--- src/rtl/conv_window_feeder.sv ---
// conv_window_feeder: front-end sequencer for the 3x3 convolution core.
// Loads the nine kernel coefficients column by column over the three lanes.
// It then buffers two image lines and presents one vertical 3-pixel column
// for every pixel accepted once two full lines are held.
module conv_window_feeder #(
  parameter int IMG_WIDTH  = 64,
  parameter int IMG_HEIGHT = 64,
  parameter int NB_PIX     = 8
) (
  input  logic                  clk,
  input  logic                  i_nrst,
  input  logic                  i_start,
  input  logic [9*NB_PIX-1:0]   i_kernel,
  input  logic [NB_PIX-1:0]     i_pix,
  input  logic                  i_valid,
  output logic                  o_ready,
  output logic [NB_PIX-1:0]     o_data1,
  output logic [NB_PIX-1:0]     o_data2,
  output logic [NB_PIX-1:0]     o_data3,
  output logic                  o_en_conv,
  output logic                  o_load_knl,
  output logic [9:0]            o_col,
  output logic [9:0]            o_row,
  output logic                  o_busy,
  output logic                  o_frame_done
);

  localparam int         AW     = (IMG_WIDTH > 1) ? $clog2(IMG_WIDTH) : 1;
  localparam logic [9:0] X_LAST = 10'(IMG_WIDTH - 1);
  localparam logic [9:0] Y_LAST = 10'(IMG_HEIGHT - 1);

  typedef enum logic [2:0] {
    S_IDLE   = 3'd0,
    S_LOAD   = 3'd1,
    S_FILL   = 3'd2,
    S_STREAM = 3'd3,
    S_DONE   = 3'd4
  } state_t;

  // Coefficient k(idx+1) of a packed kernel word (k1 at the LSBs).
  function automatic logic [NB_PIX-1:0] kernel_coef(input logic [9*NB_PIX-1:0] kernel,
                                                    input logic [3:0]          idx);
    return kernel[int'(idx)*NB_PIX +: NB_PIX];
  endfunction

  state_t                state_q;
  logic [9*NB_PIX-1:0]   kernel_q;
  logic [1:0]            c_q;
  logic [9:0]            x_q;
  logic [9:0]            y_q;

  // Line buffers carry only pixel data; FILL rewrites them before any read.
  logic [NB_PIX-1:0]     lb_old [IMG_WIDTH];
  logic [NB_PIX-1:0]     lb_new [IMG_WIDTH];

  logic                  accept_s;
  logic                  x_last_s;
  logic                  y_last_s;
  logic [AW-1:0]         x_addr_s;
  logic [NB_PIX-1:0]     lb_old_rd_s;
  logic [NB_PIX-1:0]     lb_new_rd_s;
  logic [3:0]            knl_idx_s;

  // Transfer strobe, counter end flags, buffer read port and next kernel column.
  always_comb begin
    accept_s    = i_valid & o_ready;
    x_last_s    = (x_q == X_LAST);
    y_last_s    = (y_q == Y_LAST);
    x_addr_s    = x_q[AW-1:0];
    lb_old_rd_s = lb_old[x_addr_s];
    lb_new_rd_s = lb_new[x_addr_s];
    knl_idx_s   = {2'b00, c_q} + 4'd1;
  end

  // Line buffer shift: the older line takes the newer one, the newer takes the pixel.
  always_ff @(posedge clk) begin
    if (accept_s) begin
      lb_old[x_addr_s] <= lb_new[x_addr_s];
      lb_new[x_addr_s] <= i_pix;
    end
  end

  // Sequencer: kernel load, line fill, column streaming, all outputs registered.
  always_ff @(posedge clk or negedge i_nrst) begin
    if (!i_nrst) begin
      state_q      <= S_IDLE;
      kernel_q     <= '0;
      c_q          <= 2'd0;
      x_q          <= 10'd0;
      y_q          <= 10'd0;
      o_ready      <= 1'b0;
      o_data1      <= '0;
      o_data2      <= '0;
      o_data3      <= '0;
      o_en_conv    <= 1'b0;
      o_load_knl   <= 1'b0;
      o_col        <= 10'd0;
      o_row        <= 10'd0;
      o_busy       <= 1'b0;
      o_frame_done <= 1'b0;
    end else begin
      // Lanes are zero and strobes low unless a state below drives them.
      o_data1      <= '0;
      o_data2      <= '0;
      o_data3      <= '0;
      o_en_conv    <= 1'b0;
      o_load_knl   <= 1'b0;
      o_frame_done <= 1'b0;
      case (state_q)
        S_IDLE: begin
          if (i_start) begin
            kernel_q   <= i_kernel;
            c_q        <= 2'd0;
            state_q    <= S_LOAD;
            o_busy     <= 1'b1;
            o_load_knl <= 1'b1;
            o_data1    <= kernel_coef(i_kernel, 4'd0);
            o_data2    <= kernel_coef(i_kernel, 4'd3);
            o_data3    <= kernel_coef(i_kernel, 4'd6);
          end
        end
        S_LOAD: begin
          // c_q is the column now on the lanes; drive the following one.
          c_q <= c_q + 2'd1;
          case (c_q)
            2'd0, 2'd1: begin
              o_load_knl <= 1'b1;
              o_data1    <= kernel_coef(kernel_q, knl_idx_s);
              o_data2    <= kernel_coef(kernel_q, knl_idx_s + 4'd3);
              o_data3    <= kernel_coef(kernel_q, knl_idx_s + 4'd6);
            end
            2'd2: begin
              // All-zero column wraps the core's load counter.
              o_load_knl <= 1'b1;
            end
            default: begin
              x_q     <= 10'd0;
              y_q     <= 10'd0;
              o_ready <= 1'b1;
              state_q <= S_FILL;
            end
          endcase
        end
        S_FILL: begin
          if (accept_s) begin
            if (x_last_s) begin
              x_q <= 10'd0;
              y_q <= y_q + 10'd1;
              if (y_q == 10'd1) begin
                state_q <= S_STREAM;
              end
            end else begin
              x_q <= x_q + 10'd1;
            end
          end
        end
        S_STREAM: begin
          if (accept_s) begin
            o_en_conv <= 1'b1;
            o_data1   <= lb_old_rd_s;
            o_data2   <= lb_new_rd_s;
            o_data3   <= i_pix;
            o_col     <= x_q;
            o_row     <= y_q;
            if (x_last_s) begin
              x_q <= 10'd0;
              if (y_last_s) begin
                o_ready      <= 1'b0;
                o_frame_done <= 1'b1;
                state_q      <= S_DONE;
              end else begin
                y_q <= y_q + 10'd1;
              end
            end else begin
              x_q <= x_q + 10'd1;
            end
          end
        end
        S_DONE: begin
          o_busy  <= 1'b0;
          state_q <= S_IDLE;
        end
        default: begin
          o_ready <= 1'b0;
          o_busy  <= 1'b0;
          state_q <= S_IDLE;
        end
      endcase
    end
  end

endmodule

--- config.mk ---
export PLATFORM = sky130hd
export DESIGN_NAME = conv_window_feeder
export DESIGN_NICKNAME = d
export VERILOG_FILES = /design/src/rtl/conv_window_feeder.sv
export SDC_FILE = /design/constraint.sdc
export NUM_CORES = 1
export LEC_CHECK = 0
export CORE_AREA = 5 5 309 311
export CTS_BUF_LIST = sky130_fd_sc_hd__clkbuf_4 sky130_fd_sc_hd__clkbuf_8
export DETAILED_ROUTE_END_ITERATION = 6
export DIE_AREA = 0 0 314 316
export HOLD_SLACK_MARGIN = 0.02
export PLACE_DENSITY = 0.8
export SYNTH_ARGS = -nofsm -noshare
export SYNTH_HDL_FRONTEND = slang
export SYNTH_SLANG_ARGS = --single-unit
--- constraint.sdc ---
create_clock -name clk -period 3.1 [get_ports clk]
set_clock_uncertainty 0.2 [all_clocks]
set_input_delay 0.31 -clock clk [delete_from_list [all_inputs] [get_ports clk]]
set_output_delay 0.31 -clock clk [all_outputs]
set_load 0.02 [all_outputs]
# Yosys cells after proc, flatten, opt, wreduce, memory -nomap -nowiden
# Memory sizes are Yosys's and may differ from the RTL's.
# Cells that the tools add are included.
# op_classes
add_sub_neg	6
n_eq_ne	19
shift	3
n_mux	50
bitwise_logic	3
n_reduce_logical	18
# op_table
op	n
indexed part select 72 x 8 -> 8 bit	2
two-way mux 10 bit	8
two-way mux 8 bit	9
one-hot mux 8 bit (3 select lines)	3
indexed part select 72 x 7 -> 8 bit	1
one-hot mux 10 bit (3 select lines)	1
two-way mux 3 bit	8
adder 10 x 1 -> 10 bit, second input constant	2
equality test 10 x 6 -> 1 bit, second input constant	2
one-hot mux 10 bit (2 select lines)	1
!= test 2 bit, second input constant	9
two-way mux 1 bit	14
one-hot mux 3 bit (4 select lines)	1
equality test 10 x 1 -> 1 bit, second input constant	1
OR reduction 3 bit	3
AND reduction 2 bit	4
AND reduction 8 bit	1
AND reduction 7 bit	1
equality test 3 x 2 -> 1 bit, second input constant	2
AND reduction 5 bit	1
adder 3 x 2 -> 4 bit, second input constant	1
adder 3 x 3 -> 4 bit, second input constant	1
one-hot mux 1 bit (2 select lines)	2
one-hot mux 2 bit (2 select lines)	1
17 further kinds	20
# totals
regBits	146
mem_bits_rw	1024
inputBits	84
output_inout_bits	49
word_cells	116
mem_count	2
# mem_list
name	words	width	read_ports	rd_clocked_by_memory_dff	write_ports	line	source
lb_new	64	8	1	0	1	54	logic [NB_PIX-1:0] lb_new [IMG_WIDTH];
lb_old	64	8	1	0	1	53	logic [NB_PIX-1:0] lb_old [IMG_WIDTH];

# Logic depth before layout (Yosys ltp)
# depth
word_depth	5
mapped_depth	10
ltp_nobuf	7

# Least setup slack after synthesis
# Ideal clock, no wire load.
# synth_timing
path_type	reg2reg
startpoint	register x_q[3]
endpoint	memory lb_old[0][6], data pin
setup_ps	358
arrival_time_ps	2477
required_ps	2542
slack_ps	65
path_stages_with_launch	8
path_buffers	3
synth_period_minus_slack_ps	3035
path_cell_list	dfrtp_1 > clkbuf_1 > clkbuf_1 > nor3b_1 > clkbuf_1 > nand3_1 > nand4_1 > or3_1
# synth_between
elab_chain_cells	1
# synth_lines
element	line	source
from (decl)	49	logic [9:0] x_q;
from (signal assigned)	153	x_q <= x_q + 10'd1;
from (signal assigned)	175	x_q <= x_q + 10'd1;
memory (64 x 8 bit)	--	
net lb_new_rd_s[6]	61	logic [NB_PIX-1:0] lb_new_rd_s;
to (decl)	53	
# The timed path passes the listed nets, and every way through them passes these cells.

# Worst setup path in the final report
# layout_timing
startpoint	register x_q[2]
endpoint	register o_data1[0]
# layout_between
elab_chain_cells	3
# layout_lines
element	line	source
memory (64 x 8 bit)	--	
two-way mux 8 bit	158	if (accept_s) begin
one-hot mux 8 bit (3 select lines)	109	case (state_q)
to (signal assigned)	117	o_data1 <= kernel_coef(i_kernel, 4'd0);
to (signal assigned)	128	o_data1 <= kernel_coef(kernel_q, knl_idx_s);
to (signal assigned)	160	o_data1 <= lb_old_rd_s;
to (decl)	17	output logic [NB_PIX-1:0] o_data1,
# Every way passes these cells.
# A chain may end at the register's enable or synchronous reset.

==> impl_results.md <==
* Core area at 92500 um^2
* Largest family of logic cells by synthesized area: multiplexers
* Crit path from: x_q[2]
* Post-synth top area share at 67.2%
* Fin crit share at 101%
* CTS Buf Count at 172
* Seq cells post-synth at 1162
* Max stage delay on crit path at 0.52 ns
* Vias/cell at 5.98
* Die span in y at 316 um
* Final hold slack at 0.0969 ns
* Failing checks: setup timing
* CP startpoint kind: flop
* # setup viols final at 1
* Max stage delay cell, worst path: o21ai_0
* Worst EP required at 3.63 ns
* Via count of the first global-routing pass at ~28000
* Clk slew on worst S/H paths at around 0.07 ns
* Maximum vdd drop at between 0.9 and 1 mV
* Initial Util at between 40% and 50%
* Max-slew violations at 0
* Layout cells sized above 1 at between 10% and 20%
* Clk sinks at 1162
* Synth Cell Area at roughly 46000 um^2
* Largest net degree at the start of global routing at 84
* Initial antenna violation count at 5
* Lkg Pwr at 20.1 nW
* Worst hold path class: primary input to flop
* Setup ws final at -0.0336 ns
* Routed len/inst at 25.7 um
* Global-route wire length before repair at 176 mm
* Worst slew pin tran at 1.18 ns
* TritonCTS clock tree: built
* Post-layout net count at 3417
* WL final at between 100 and 150 mm
* Max cap viols at 0
* Post-Synth Simple-Gate Area at 5.79%
* Fmax achieved at 319 MHz
* Util after Layout at between 50% and 60%
* Top delay family on crit path: compound AO/OA/AOI/OAI gates
* Via count at 27900
* Mapped Cells at 2848
* Register area share after synthesis at 74.7%
* Filler cell count at 6417
* Seq. cell area at 34200 um^2
* Final min period at roughly 3.1 ns
* Multi-input gate area at 10900 um^2
* CP endpoint kind: flop
* Worst-case clock buffer depth at 3
* Synth area leader: edfxtp_1
* Hold Startpoint: i_valid
* Grt total ovfl at 0
* FP Rows at 112
* Synth cell types at 45
* CP Data Arrival Time at 3.66 ns
* Depth of the CTS H-tree at 4
* Die area at 99200 um^2
* Later-pin clock latency in the skew report at 0.88 ns
* RSZ-0062 raised after global routing: yes
* Setup CP Type: flop to flop
* TritonRoute pass-1 iters at 7
* Port bufs at 132
* Post-Syn Nets at 2938
* Post-synthesis adder-cell area fraction at 0.164%
* CP max FO at 24
* GPL Wtd Cong at 0.858
* Proportion of synthesized area in mux cells at 12.2%
* CP cell instances: buf_12, nand2b_1, buf_12, buf_4, o22ai_1, o21ai_0, nand4_1, o21ai_0, buf_4, nand2_1
* Synthesized area per cell at 16.1 um^2
* Power per cell area at 843 nW/um^2
* Layout area overhead at 19.5%
* All-Layer GR Usage at between 20% and 30%
* Status: finished, violations left
* Root buffer cell: clkbuf_8
* Compound-gate portion of the synthesized area at 5.34%
* Initial DRC Count at ~3500
* Post-DRT Antenna Nets at 0
* IO Pins at 133
* HPWL Detailed at 72.9 mm
* Worst R2R Start: x_q[2]
* Top cells by area, synth: edfxtp_1 (67%), mux2i_1 (11%), dfrtp_1 (7.5%)
* Die Span X at ~310 um
* Drc violations at 0
* Headroom to the max-slew limit at 21.1%
* Fin. Hold Viols at 0
* Placement Setup Slack at -0.191 ns
* Crit path buf inv count at 4
* Warnings, synthesis at 0
* XOR/XNOR share of the synthesized area at 0.153%
## worst paths after layout
path | end | slack [ns] | cells past startpoint
worst min register to register | kernel_q[27] | 0.27 | 2
min in group asynchronous | o_frame_done | 0.43 | 3
worst min-delay path | state_q[1] | 0.1 | 4
max in group asynchronous | kernel_q[39] | 1.48 | 4
worst max-delay path | o_data1[0] | -0.03 | 10
worst max register to register | o_data1[0] | -0.03 | 10
## final cells by class
| type | count | area share, % |
|---|---|---|
| flip-flops and latches | 1162 | 62.5 |
| multi-input cells | 1511 | 19.9 |
| repair buffers | 472 | 8.70 |
| clock buffers | 243 | 5.33 |
| well taps | 1197 | 2.74 |
| clock inverters | 64 | 0.718 |
| inverters | 8 | 0.0549 |
| diodes | 4 | 0.0183 |
## cells in the final DEF (no fill, tap or decap), drive strengths merged, types with 78 or more instances in the layout
cell,synthesis,layout
edfxtp,1024,1024
a22oi,168,168
buf,87,268
nor2,88,88
dlygate4sd3,0,78
nand3,96,96
nand2,332,332
clkdlybuf4s50,0,123
mux2i,505,505
clkbuf,80,246
dfrtp,138,138
## synth_stat cells (all sizes together)
cell / number
a21o: 2
a21oi: 20
a221oi: 8
a22o: 1
a22oi: 168
a31oi: 2
a41oi: 1
and2: 3
and3: 3
and3b: 1
and4: 1
buf: 87
clkbuf: 80
clkinv: 1
dfrtp: 138
edfxtp: 1024
ha: 6
inv: 7
mux2i: 505
mux4: 24
nand2: 332
nand2b: 6
nand3: 96
nand3b: 3
nand4: 29
nor2: 88
nor2b: 6
nor3: 8
nor3b: 5
nor4: 4
o211ai: 8
o21ai: 73
o22ai: 65
o2bb2ai: 1
o31ai: 15
or2: 4
or3: 11
or3b: 3
or4: 1
xnor2: 8
## kinds of logic (layout without fill, tap and decap cells)
logic type | after synthesis | count (layout)
multiplexers | 529 | 529
other | 0 | 4
flip-flops | 1162 | 1162
AO/OA/AOI/OAI | 364 | 364
buffers and inverters | 175 | 787
adder cells (fa/ha/maj) | 6 | 6
XOR/XNOR | 8 | 8
AND/OR/NAND/NOR | 604 | 604
## repair_timing
action                     4_1_cts  5_1_grt
setup endpoints to repair      357      406
buffers inserted                 3        1
hold endpoints to repair       491        0
hold buffers                    78        0
pin swaps                        0        1
cloned                           0        3
gates resized for setup          5       22
## state kept, by name, summed over array words and instances, names as in the netlist
signal        count
kernel_q         64
o_data1           8
x_q              10
o_col            10
state_q           3
lb_old          512
o_load_knl        1
o_ready           1
o_row            10
o_frame_done      1
o_en_conv         1
lb_new          512
o_data3           8
o_data2           8
o_busy            1
y_q              10
c_q               2
## worst register-to-register path: cells and delay by family (launching register included)
family,cells,cell delay [ns]
buffers and inverters,4,0.84
AOI/OAI and AO/OA,3,0.89
and+or+nand+nor,3,0.61
DFF,1,0.46
## per-layer routing
layer  part of all wire [%]  vias up  wire length, um  GRT usage [%]
li1                       -    12000                -              -
met1                     37    13900            44100           30.8
met2                     48     1641            56900           38.2
met3                     11      313            13300           5.95
met4                    4.5        2             5440           10.9
met5                  0.011        -               13              0
## metrics by stage
stage	std cells	setup TNS (ns)	total power, mW	cell area [um^2]
floorplan	2848	0	27.1	45800
global placement	4266	-0.443	33.4	50400
detailed placement	4266	-1.40	33.8	50400
CTS	4654	0	45.7	54600
global route	4658	-0.203	47.6	54700
finish	4661	-0.0336	46.2	54700
## report_power, final
| group | total, mW | internal [mW] | switching (mW) |
|---|---|---|---|
| Combinational | 13.1 | 4.33 | 8.73 |
| Sequential | 21.2 | 20.8 | 0.391 |
| Clock | 11.9 | 6.19 | 5.76 |
| Total | 46.2 | 31.3 | 14.9 |
(Power assumes the default switching activity.)
